**config.mk**
```make
export PLATFORM = sky130hd
export DESIGN_NAME = game_round_engine_flat
export DESIGN_NICKNAME = d
export VERILOG_FILES = /design/src/rtl/game_pkg.sv /design/src/rtl/game_round_engine_if.sv /design/src/rtl/ball_probe_scanner.sv /design/src/rtl/game_round_engine.sv /design/src/flat_wrapper.sv
export SDC_FILE = /design/constraint.sdc
export NUM_CORES = 1
export LEC_CHECK = 0
export ABC_AREA = 1
export CORE_MARGIN = 3
export CORE_UTILIZATION = 35
export DETAILED_ROUTE_END_ITERATION = 8
export PLACE_DENSITY_LB_ADDON = 0.25
export SYNTH_ARGS = -nofsm -noshare
export SYNTH_HDL_FRONTEND = slang
export SYNTH_SLANG_ARGS = --single-unit
export TNS_END_PERCENT = 30
```
**constraint.sdc**
```tcl
create_clock -name clk -period 7.7 [get_ports clk]
set_clock_uncertainty 0.05 [all_clocks]
set_input_delay 1.54 -clock clk [delete_from_list [all_inputs] [get_ports clk]]
set_output_delay 1.54 -clock clk [all_outputs]
set_load 0.01 [all_outputs]
```
**src/rtl/game_pkg.sv**
```systemverilog
// Shared types and constants for the tilt-ball round controller.
package game_pkg;

  typedef enum logic [2:0] {
    ST_IDLE,
    ST_GEN,
    ST_READY,
    ST_RUN,
    ST_SCAN,
    ST_PAUSE,
    ST_END
  } state_t;

  localparam int BANNER_TITLE = 0;
  localparam int BANNER_WIN   = 1;
  localparam int BANNER_LOSE  = 2;
  localparam int BANNER_PAUSE = 3;

  localparam logic MODE_STRICT = 1'b0;
  localparam logic MODE_LIVES  = 1'b1;

endpackage

```
**src/rtl/game_round_engine_if.sv**
```systemverilog
// Link between the round engine and the safe-zone generator: level regeneration and per-ball lookup.
interface game_round_engine_if #(
  parameter int XW = 9,
  parameter int YW = 10
);
  logic          o_regenerate_level;
  logic          i_level_rdy;
  logic [XW-1:0] o_probe_x;
  logic [YW-1:0] o_probe_y;
  logic          i_probe_safe;

  modport master (
    output o_regenerate_level, o_probe_x, o_probe_y,
    input  i_level_rdy, i_probe_safe
  );

  modport slave (
    input  o_regenerate_level, o_probe_x, o_probe_y,
    output i_level_rdy, i_probe_safe
  );
endinterface

```
**src/rtl/ball_probe_scanner.sv**
```systemverilog
// Walks balls 0..NUM_BALLS-1 onto the probe port one per cycle and counts unsafe lookups;
// done fires in the cycle the last lookup result is present, with hits already including it.
module ball_probe_scanner
  import game_pkg::*;
#(
  parameter int NUM_BALLS = 2,
  parameter int XW        = 9,
  parameter int YW        = 10,
  localparam int HW       = $clog2(NUM_BALLS + 1)
) (
  input  logic                    clk,
  input  logic                    rst,
  input  logic                    start,
  input  logic [NUM_BALLS*XW-1:0] ball_x,
  input  logic [NUM_BALLS*YW-1:0] ball_y,
  input  logic                    probe_safe,
  output logic [XW-1:0]           probe_x,
  output logic [YW-1:0]           probe_y,
  output logic [HW-1:0]           hits,
  output logic                    done
);

  logic          active;
  logic [HW-1:0] idx;
  logic [HW-1:0] hit_acc;
  logic [XW-1:0] next_x;
  logic [YW-1:0] next_y;
  logic          sample;
  int            sel;

  always_comb begin
    sel    = start ? 0 : int'(idx) + 1;
    next_x = '0;
    next_y = '0;
    for (int k = 0; k < NUM_BALLS; k++) begin
      if (k == sel) begin
        next_x = ball_x[k*XW +: XW];
        next_y = ball_y[k*YW +: YW];
      end
    end
  end

  // idx counts probes issued; from idx=1 on, the result for probe idx-1 is on probe_safe.
  assign sample = active && (idx != '0);
  assign done   = active && (int'(idx) == NUM_BALLS);
  assign hits   = hit_acc + HW'(sample && !probe_safe);

  always_ff @(posedge clk) begin
    if (rst) begin
      active  <= 1'b0;
      idx     <= '0;
      probe_x <= '0;
      probe_y <= '0;
    end else if (start) begin
      active  <= 1'b1;
      idx     <= '0;
      probe_x <= next_x;
      probe_y <= next_y;
    end else if (active) begin
      if (done) begin
        active <= 1'b0;
      end else begin
        idx <= idx + 1'b1;
        if (int'(idx) + 1 < NUM_BALLS) begin
          probe_x <= next_x;
          probe_y <= next_y;
        end
      end
    end
  end

  always_ff @(posedge clk) begin
    if (start) begin
      hit_acc <= '0;
    end else if (sample) begin
      hit_acc <= hits;
    end
  end

endmodule

```
**src/rtl/game_round_engine.sv**
```systemverilog
// Round controller: level generation, start/pause, per-frame multi-ball safety scan,
// round timer, lives and persistent rating, plus banner selection for the display path.
module game_round_engine
  import game_pkg::*;
#(
  parameter int SCREEN_WIDTH  = 400,
  parameter int SCREEN_HEIGHT = 600,
  parameter int NUM_BALLS     = 2,
  parameter int ROUND_TICKS   = 1000,
  parameter int MAX_LIVES     = 3,
  parameter int RATING_WIDTH  = 8,
  parameter int NUM_IMAGES    = 4,
  localparam int XW = $clog2(SCREEN_WIDTH),
  localparam int YW = $clog2(SCREEN_HEIGHT),
  localparam int TW = $clog2(ROUND_TICKS + 1),
  localparam int LW = $clog2(MAX_LIVES + 1),
  localparam int BW = $clog2(NUM_IMAGES),
  localparam int HW = $clog2(NUM_BALLS + 1)
) (
  input  logic                    clk,
  input  logic                    rst,
  input  logic                    i_frame_tick,
  input  logic [NUM_BALLS*XW-1:0] i_ball_x,
  input  logic [NUM_BALLS*YW-1:0] i_ball_y,
  input  logic                    i_mode,
  input  logic                    i_start,
  input  logic                    i_pause,
  game_round_engine_if.master     zone,
  output logic                    o_round_ended,
  output logic                    o_is_win,
  output logic [RATING_WIDTH-1:0] o_rating,
  output logic [LW-1:0]           o_lives,
  output logic [TW-1:0]           o_time_left,
  output logic                    o_game_running,
  output logic                    o_show_banner,
  output logic [BW-1:0]           o_banner_num
);

  state_t        state;
  logic          regen;
  logic          pause_pend;
  logic          mode;
  logic          scan_start;
  logic          scan_done;
  logic [HW-1:0] scan_hits;
  logic [XW-1:0] probe_x;
  logic [YW-1:0] probe_y;
  logic          hit;
  logic          lose;
  logic          win;
  logic [LW-1:0] lives_next;

  function automatic logic [RATING_WIDTH-1:0] rating_inc(input logic [RATING_WIDTH-1:0] r);
    return (&r) ? r : r + 1'b1;
  endfunction

  function automatic logic [RATING_WIDTH-1:0] rating_dec(input logic [RATING_WIDTH-1:0] r);
    return (r == '0) ? r : r - 1'b1;
  endfunction

  assign scan_start = (state == ST_RUN) && i_frame_tick;

  ball_probe_scanner #(
    .NUM_BALLS(NUM_BALLS),
    .XW       (XW),
    .YW       (YW)
  ) u_scanner (
    .clk       (clk),
    .rst       (rst),
    .start     (scan_start),
    .ball_x    (i_ball_x),
    .ball_y    (i_ball_y),
    .probe_safe(zone.i_probe_safe),
    .probe_x   (probe_x),
    .probe_y   (probe_y),
    .hits      (scan_hits),
    .done      (scan_done)
  );

  assign zone.o_probe_x          = probe_x;
  assign zone.o_probe_y          = probe_y;
  assign zone.o_regenerate_level = regen;

  // Frame verdict: a hit frame costs exactly one life in lives mode, whatever the hit count.
  assign hit        = (scan_hits != '0);
  assign lives_next = (mode == MODE_LIVES && hit) ? o_lives - 1'b1 : o_lives;
  assign lose       = hit && (mode == MODE_STRICT || lives_next == '0);
  assign win        = !lose && (o_time_left == TW'(1));

  always_ff @(posedge clk) begin
    if (rst) begin
      state          <= ST_IDLE;
      regen          <= 1'b0;
      pause_pend     <= 1'b0;
      mode           <= MODE_STRICT;
      o_round_ended  <= 1'b0;
      o_is_win       <= 1'b0;
      o_rating       <= '0;
      o_lives        <= LW'(MAX_LIVES);
      o_time_left    <= TW'(ROUND_TICKS);
      o_game_running <= 1'b0;
      o_banner_num   <= BW'(BANNER_TITLE);
    end else begin
      regen         <= 1'b0;
      o_round_ended <= 1'b0;
      case (state)
        ST_IDLE: begin
          state        <= ST_GEN;
          regen        <= 1'b1;
          o_banner_num <= BW'(BANNER_TITLE);
        end
        ST_GEN: begin
          if (!regen && zone.i_level_rdy) state <= ST_READY;
        end
        ST_READY: begin
          if (i_start) begin
            state          <= ST_RUN;
            o_time_left    <= TW'(ROUND_TICKS);
            o_lives        <= LW'(MAX_LIVES);
            mode           <= i_mode;
            o_game_running <= 1'b1;
          end
        end
        ST_RUN: begin
          if (i_frame_tick) begin
            state      <= ST_SCAN;
            pause_pend <= i_pause;
          end else if (i_pause) begin
            state          <= ST_PAUSE;
            o_game_running <= 1'b0;
            o_banner_num   <= BW'(BANNER_PAUSE);
          end
        end
        ST_SCAN: begin
          if (i_pause) pause_pend <= 1'b1;
          if (scan_done) begin
            pause_pend <= 1'b0;
            o_lives    <= lives_next;
            if (!lose) o_time_left <= o_time_left - 1'b1;
            if (lose || win) begin
              state          <= ST_END;
              o_round_ended  <= 1'b1;
              o_is_win       <= win;
              o_game_running <= 1'b0;
              o_banner_num   <= win ? BW'(BANNER_WIN) : BW'(BANNER_LOSE);
              o_rating       <= win ? rating_inc(o_rating) : rating_dec(o_rating);
            end else if (pause_pend || i_pause) begin
              state          <= ST_PAUSE;
              o_game_running <= 1'b0;
              o_banner_num   <= BW'(BANNER_PAUSE);
            end else begin
              state <= ST_RUN;
            end
          end
        end
        ST_PAUSE: begin
          if (i_start) begin
            state          <= ST_RUN;
            o_game_running <= 1'b1;
            o_banner_num   <= BW'(BANNER_TITLE);
          end
        end
        ST_END: begin
          if (i_start) begin
            state        <= ST_GEN;
            regen        <= 1'b1;
            o_banner_num <= BW'(BANNER_TITLE);
          end
        end
        default: state <= ST_IDLE;
      endcase
    end
  end

  assign o_show_banner = ~o_game_running;

endmodule

```
**src/flat_wrapper.sv**
```systemverilog
// flat-port wrapper written by rule: the top's interface ports become plain ports
module game_round_engine_flat import game_pkg::*;
#(
  parameter int SCREEN_WIDTH  = 400,
  parameter int SCREEN_HEIGHT = 600,
  parameter int NUM_BALLS     = 2,
  parameter int ROUND_TICKS   = 1000,
  parameter int MAX_LIVES     = 3,
  parameter int RATING_WIDTH  = 8,
  parameter int NUM_IMAGES    = 4,
  localparam int XW = $clog2(SCREEN_WIDTH),
  localparam int YW = $clog2(SCREEN_HEIGHT),
  localparam int TW = $clog2(ROUND_TICKS + 1),
  localparam int LW = $clog2(MAX_LIVES + 1),
  localparam int BW = $clog2(NUM_IMAGES),
  localparam int HW = $clog2(NUM_BALLS + 1)
)
  (clk, rst, i_frame_tick, i_ball_x, i_ball_y, i_mode, i_start, i_pause, o_round_ended, o_is_win, o_rating, o_lives, o_time_left, o_game_running, o_show_banner, o_banner_num, zone_o_regenerate_level, zone_o_probe_x, zone_o_probe_y, zone_i_level_rdy, zone_i_probe_safe);
  game_round_engine_if #(.XW((9)), .YW((10))) zone_i ();
  input  logic clk;
  input  logic rst;
  input  logic i_frame_tick;
  input  logic [NUM_BALLS*XW-1:0] i_ball_x;
  input  logic [NUM_BALLS*YW-1:0] i_ball_y;
  input  logic i_mode;
  input  logic i_start;
  input  logic i_pause;
  output logic o_round_ended;
  output logic o_is_win;
  output logic [RATING_WIDTH-1:0] o_rating;
  output logic [LW-1:0] o_lives;
  output logic [TW-1:0] o_time_left;
  output logic o_game_running;
  output logic o_show_banner;
  output logic [BW-1:0] o_banner_num;
  output wire logic [$bits(zone_i.o_regenerate_level)-1:0] zone_o_regenerate_level;
  output wire logic [$bits(zone_i.o_probe_x)-1:0] zone_o_probe_x;
  output wire logic [$bits(zone_i.o_probe_y)-1:0] zone_o_probe_y;
  input wire logic [$bits(zone_i.i_level_rdy)-1:0] zone_i_level_rdy;
  input wire logic [$bits(zone_i.i_probe_safe)-1:0] zone_i_probe_safe;
  assign zone_o_regenerate_level = zone_i.o_regenerate_level;
  assign zone_o_probe_x = zone_i.o_probe_x;
  assign zone_o_probe_y = zone_i.o_probe_y;
  assign zone_i.i_level_rdy = zone_i_level_rdy;
  assign zone_i.i_probe_safe = zone_i_probe_safe;
  game_round_engine #(.SCREEN_WIDTH(SCREEN_WIDTH), .SCREEN_HEIGHT(SCREEN_HEIGHT), .NUM_BALLS(NUM_BALLS), .ROUND_TICKS(ROUND_TICKS), .MAX_LIVES(MAX_LIVES), .RATING_WIDTH(RATING_WIDTH), .NUM_IMAGES(NUM_IMAGES)) u_core (.clk(clk), .rst(rst), .i_frame_tick(i_frame_tick), .i_ball_x(i_ball_x), .i_ball_y(i_ball_y), .i_mode(i_mode), .i_start(i_start), .i_pause(i_pause), .zone(zone_i), .o_round_ended(o_round_ended), .o_is_win(o_is_win), .o_rating(o_rating), .o_lives(o_lives), .o_time_left(o_time_left), .o_game_running(o_game_running), .o_show_banner(o_show_banner), .o_banner_num(o_banner_num));
endmodule
```
==> flow_summary.ini <==
[power]
p_per_area_nw_per_um2 = 194
power.ir.vdd_worst_uv = 85.2
swShare_pct = 36.7
cell_internal_pwr_mw = 0.519
power.share.combinational_pct = 37.1
share_clk_of_total_power_pct = 20.7
p_leak_nw = 1.80
sequentialPowerShare_pct = 42.2
switchingPower_mw = 0.300

[clock_tree]
clk_latency_ns = 0.31
postCtsSetupRepairBufs = 0
post_cts_resize_count = 0
holdBufCountCts = 0
clockRootBuffer = sky130_fd_sc_hd__clkbuf_8
cts_buffer_depth = 2
cts_num_sinks = 55
cts_tree = done
cts.clk_slew.worst_paths_ns = 0.11
cts-buffers-inserted = 5
htree_num_levels = 2

[setup_path]
critPathLaunchType = input port
cpMaxStageDelayCell = sky130_fd_sc_hd__clkdlybuf4s50_1
crit_buf_inv = 2
critPathMostFrequentCell = sky130_fd_sc_hd__nand2_2
reg2regPathDepth = 18
crit_chain = clkdlybuf4s50_1 -> nor2_1 -> ha_1 -> inv_1 -> nand3_2 -> nand2_2 -> nand2_2 -> ha_1 -> a21oi_1 -> nand2_1 -> a21oi_1 -> nand3_1 -> nand2_1 -> nand2_2 -> a21oi_2
worstPathRequired_ns = 7.90
crit-reg2reg-capture = u_core.o_rating[7]
slowest_delay_ns = 0.45
worstSetupEndpointType = flop
setup.reg_to_reg.worst_slack_ns = 4.55
worst_r2r_startpoint = u_core.u_scanner.idx[0]
biggest_fanout_along_the_worst_timing_path = 9
crit_family = simple AND/OR/NAND/NOR gates
timing_worst_setup_path_type = in2reg
crit_arrival_ns = 4.11

[timing]
setup_viol = 0
rsz0062_at_grt = no
drv_slew = 0
final_min_period_over_clock_period_pct = 50.8
worst_slew_pin_slew_ns = 1.03
final_hold_vios = 0
final_period_minus_worst_setup_slack_ns = 3.91
max_freq_ghz = 0.256
tns_ns = 0
finalWorstSetupSlack_ns = 3.79
max_slew_margin_pct = 31.3

[floorplan]
die_w_um = 101
fp.dieH_um = 101
die_area_um2 = 10200
core_area_um2 = 8460
top_level_ports = 92
start_util_pct = 37.2
floorplan.rows = 33

[detailed_routing]
num_vias = 3147
drtIter0Drc = 137
drtAntennaViolNets = 0
avgViaCountPerCell = 4.91
drt_pre_antenna_iters = 5
detail_route.drc_violations = 0
postRouteWirelength_um = 8070
post_drt_wl_per_cell_um = 12.6

[synth]
synth_compound_area_share_pct = 16.2
yosys.area_share.simple_pct = 33.9
postSynthRegisterBits = 55
post_synth_inst_count = 447
synth_cell_area_um2 = 3150
yosys_warnings = 0
main_combinational_cell_family_by_area_after_synthesis = simple AND/OR/NAND/NOR gates
synth_cell_type_count = 38
sequential_cell_area_fraction_in_the_yosys_report_pct = 34.9
synth.mux.area_fraction_pct = 0
xor_xnor_portion_of_the_synthesized_cell_area_pct = 1.67
synth_adder_area_share_pct = 5.40
synth_fp_nets = 506
synth.avg_cell_area_um2 = 7.05

[grt]
grt-busiest-layer = met2
via_count_of_the_first_global_routing_pass = 3066
grt_first_pass_wirelength_um = 13700
met2_usage_pct = 27.2
initial_antenna_violation_count = 0
all_layer_gr_usage_pct = 16.3
met1_usage_pct = 20.0
largest_net_degree_at_the_start_of_global_routing = 39
global_route.overflow_total = 0
grtUsageMet3_pct = 6.09

[placed_design]
gp_congestion = 0.908
post_dp_cell_area_um2 = 4130
post-dp-hpwl_um = 6230
place_worst_setup_slack_ns = 3.49
placement.io_buffers = 91

[final_layout]
flow.area_growth_from_synthesis_pct = 34.0
most_common_cell_after_layout_fill_and_taps_aside = sky130_fd_sc_hd__nand2_1
finish.net_count = 594
postLayoutCoreUtil_pct = 49.9
most_frequent_cells_in_the_layout = 102 x sky130_fd_sc_hd__nand2_1, 91 x sky130_fd_sc_hd__clkdlybuf4s50_1, 55 x sky130_fd_sc_hd__dfxtp_1, 54 x sky130_fd_sc_hd__nor2_1, 41 x sky130_fd_sc_hd__inv_1
antenna-diode-count = 0
final_design_area_no_fill_um2 = 4220
proportion_of_layout_cells_with_a_drive_suffix_above_1_pct = 8.58

[run]
cap_viol_max_count = 0

[hold_path]
sink_of_the_worst_hold_path = u_core.pause_pend
worstHoldPathCells = 2
worstHoldPathType = reg2reg
hold_start = u_core.pause_pend

[outcome]
outcome = complete, no violations
[Yosys cell counts (all sizes together)]
cell type	instances	area, um^2
nand2	116	485
nor2	60	269
dfxtp	55	1100
inv	47	179
o21ai	47	243
nand3	29	178
a21oi	20	104
a31oi	20	125
ha	12	150
nand4	10	62.6
buf	8	58.8
nor3	5	36.3
xor2	5	43.8
clkbuf	3	11.3
nand3b	2	18.8
a211oi	1	7.51
a21boi	1	7.51
a21o	1	7.51
fa	1	20.0
nor3b	1	18.8
o211ai	1	7.51
o21a	1	7.51
xnor2	1	8.76
[power by group through the flow]
stage | Clock, mW | Combinational [mW] | Sequential, mW
6_report | 0.170 | 0.303 | 0.345
5_1_grt | 0.187 | 0.343 | 0.351
4_1_cts | 0.177 | 0.306 | 0.346
3_5_place_dp | 0 | 0.304 | 0.352
3_3_place_gp | 0 | 0.302 | 0.351
2_1_floorplan | 0 | 0.184 | 0.360
[how the worst max path moves through the flow]
stage                            from                 end  slack, ns  cells past startpoint
finish              zone_i_probe_safe  u_core.o_rating[7]       3.79                     15
global route        zone_i_probe_safe  u_core.o_rating[7]       3.57                     15
CTS                 zone_i_probe_safe  u_core.o_rating[7]       3.80                     15
detailed placement  zone_i_probe_safe  u_core.o_rating[7]       3.49                     16
global placement    zone_i_probe_safe  u_core.o_rating[7]       3.54                     16
floorplan           zone_i_probe_safe  u_core.o_rating[7]       4.18                     15
[tightest hold or removal path, stage by stage, from the launching register on]
cell	delay, ns
sky130_fd_sc_hd__dfxtp_1	0.33
sky130_fd_sc_hd__nand2_1	0.07
sky130_fd_sc_hd__a21oi_1	0.05
[registers in the layout, summed over array words and instances, names as in the netlist]
| signal | count |
|---|---|
| u_core.u_scanner.probe_x | 9 |
| u_core.mode | 1 |
| u_core.u_scanner.probe_y | 10 |
| u_core.o_time_left | 10 |
| u_core.pause_pend | 1 |
| u_core.o_round_ended | 1 |
| u_core.o_banner_num | 2 |
| u_core.o_lives | 2 |
| u_core.state | 3 |
| u_core.u_scanner.idx | 2 |
| u_core.o_game_running | 1 |
| u_core.zone.o_regenerate_level | 1 |
| u_core.o_is_win | 1 |
| u_core.u_scanner.hit_acc | 2 |
| u_core.o_rating | 8 |
| u_core.u_scanner.active | 1 |
[stage by stage]
| step | hold slack, ns | total power, mW | std cells |
|---|---|---|---|
| finish | 0.426 | 0.819 | 641 |
| global route | 0.441 | 0.880 | 641 |
| CTS | 0.421 | 0.829 | 641 |
| detailed placement | 0.406 | 0.656 | 633 |
| global placement | 0.398 | 0.653 | 633 |
| floorplan | 0.389 | 0.544 | 447 |
[logic make-up (layout without fill, tap and decap cells)]
logic type,Yosys count,after routing
compound gates,92,92
fa+ha+maj,13,13
simple gates,223,223
xor+xnor,6,6
buf+inv,58,147
flops,55,55
[layout make-up]
class	count	area [um^2]
tap	105	131
clock inverter	3	23.8
sequential	55	1100
timing repair buffer	92	918
clock buffer	5	68.8
inverter	47	179
multi-input combinational	334	1800
fill	863	4240
[per-layer routing]
layer | wire, um | vias up
li1 | - | 1656
met1 | 3600 | 1397
met2 | 3660 | 88
met3 | 740 | 6
met4 | 59 | 0
met5 | 0 | -
Note: power is estimated with default switching activity, not from simulation.
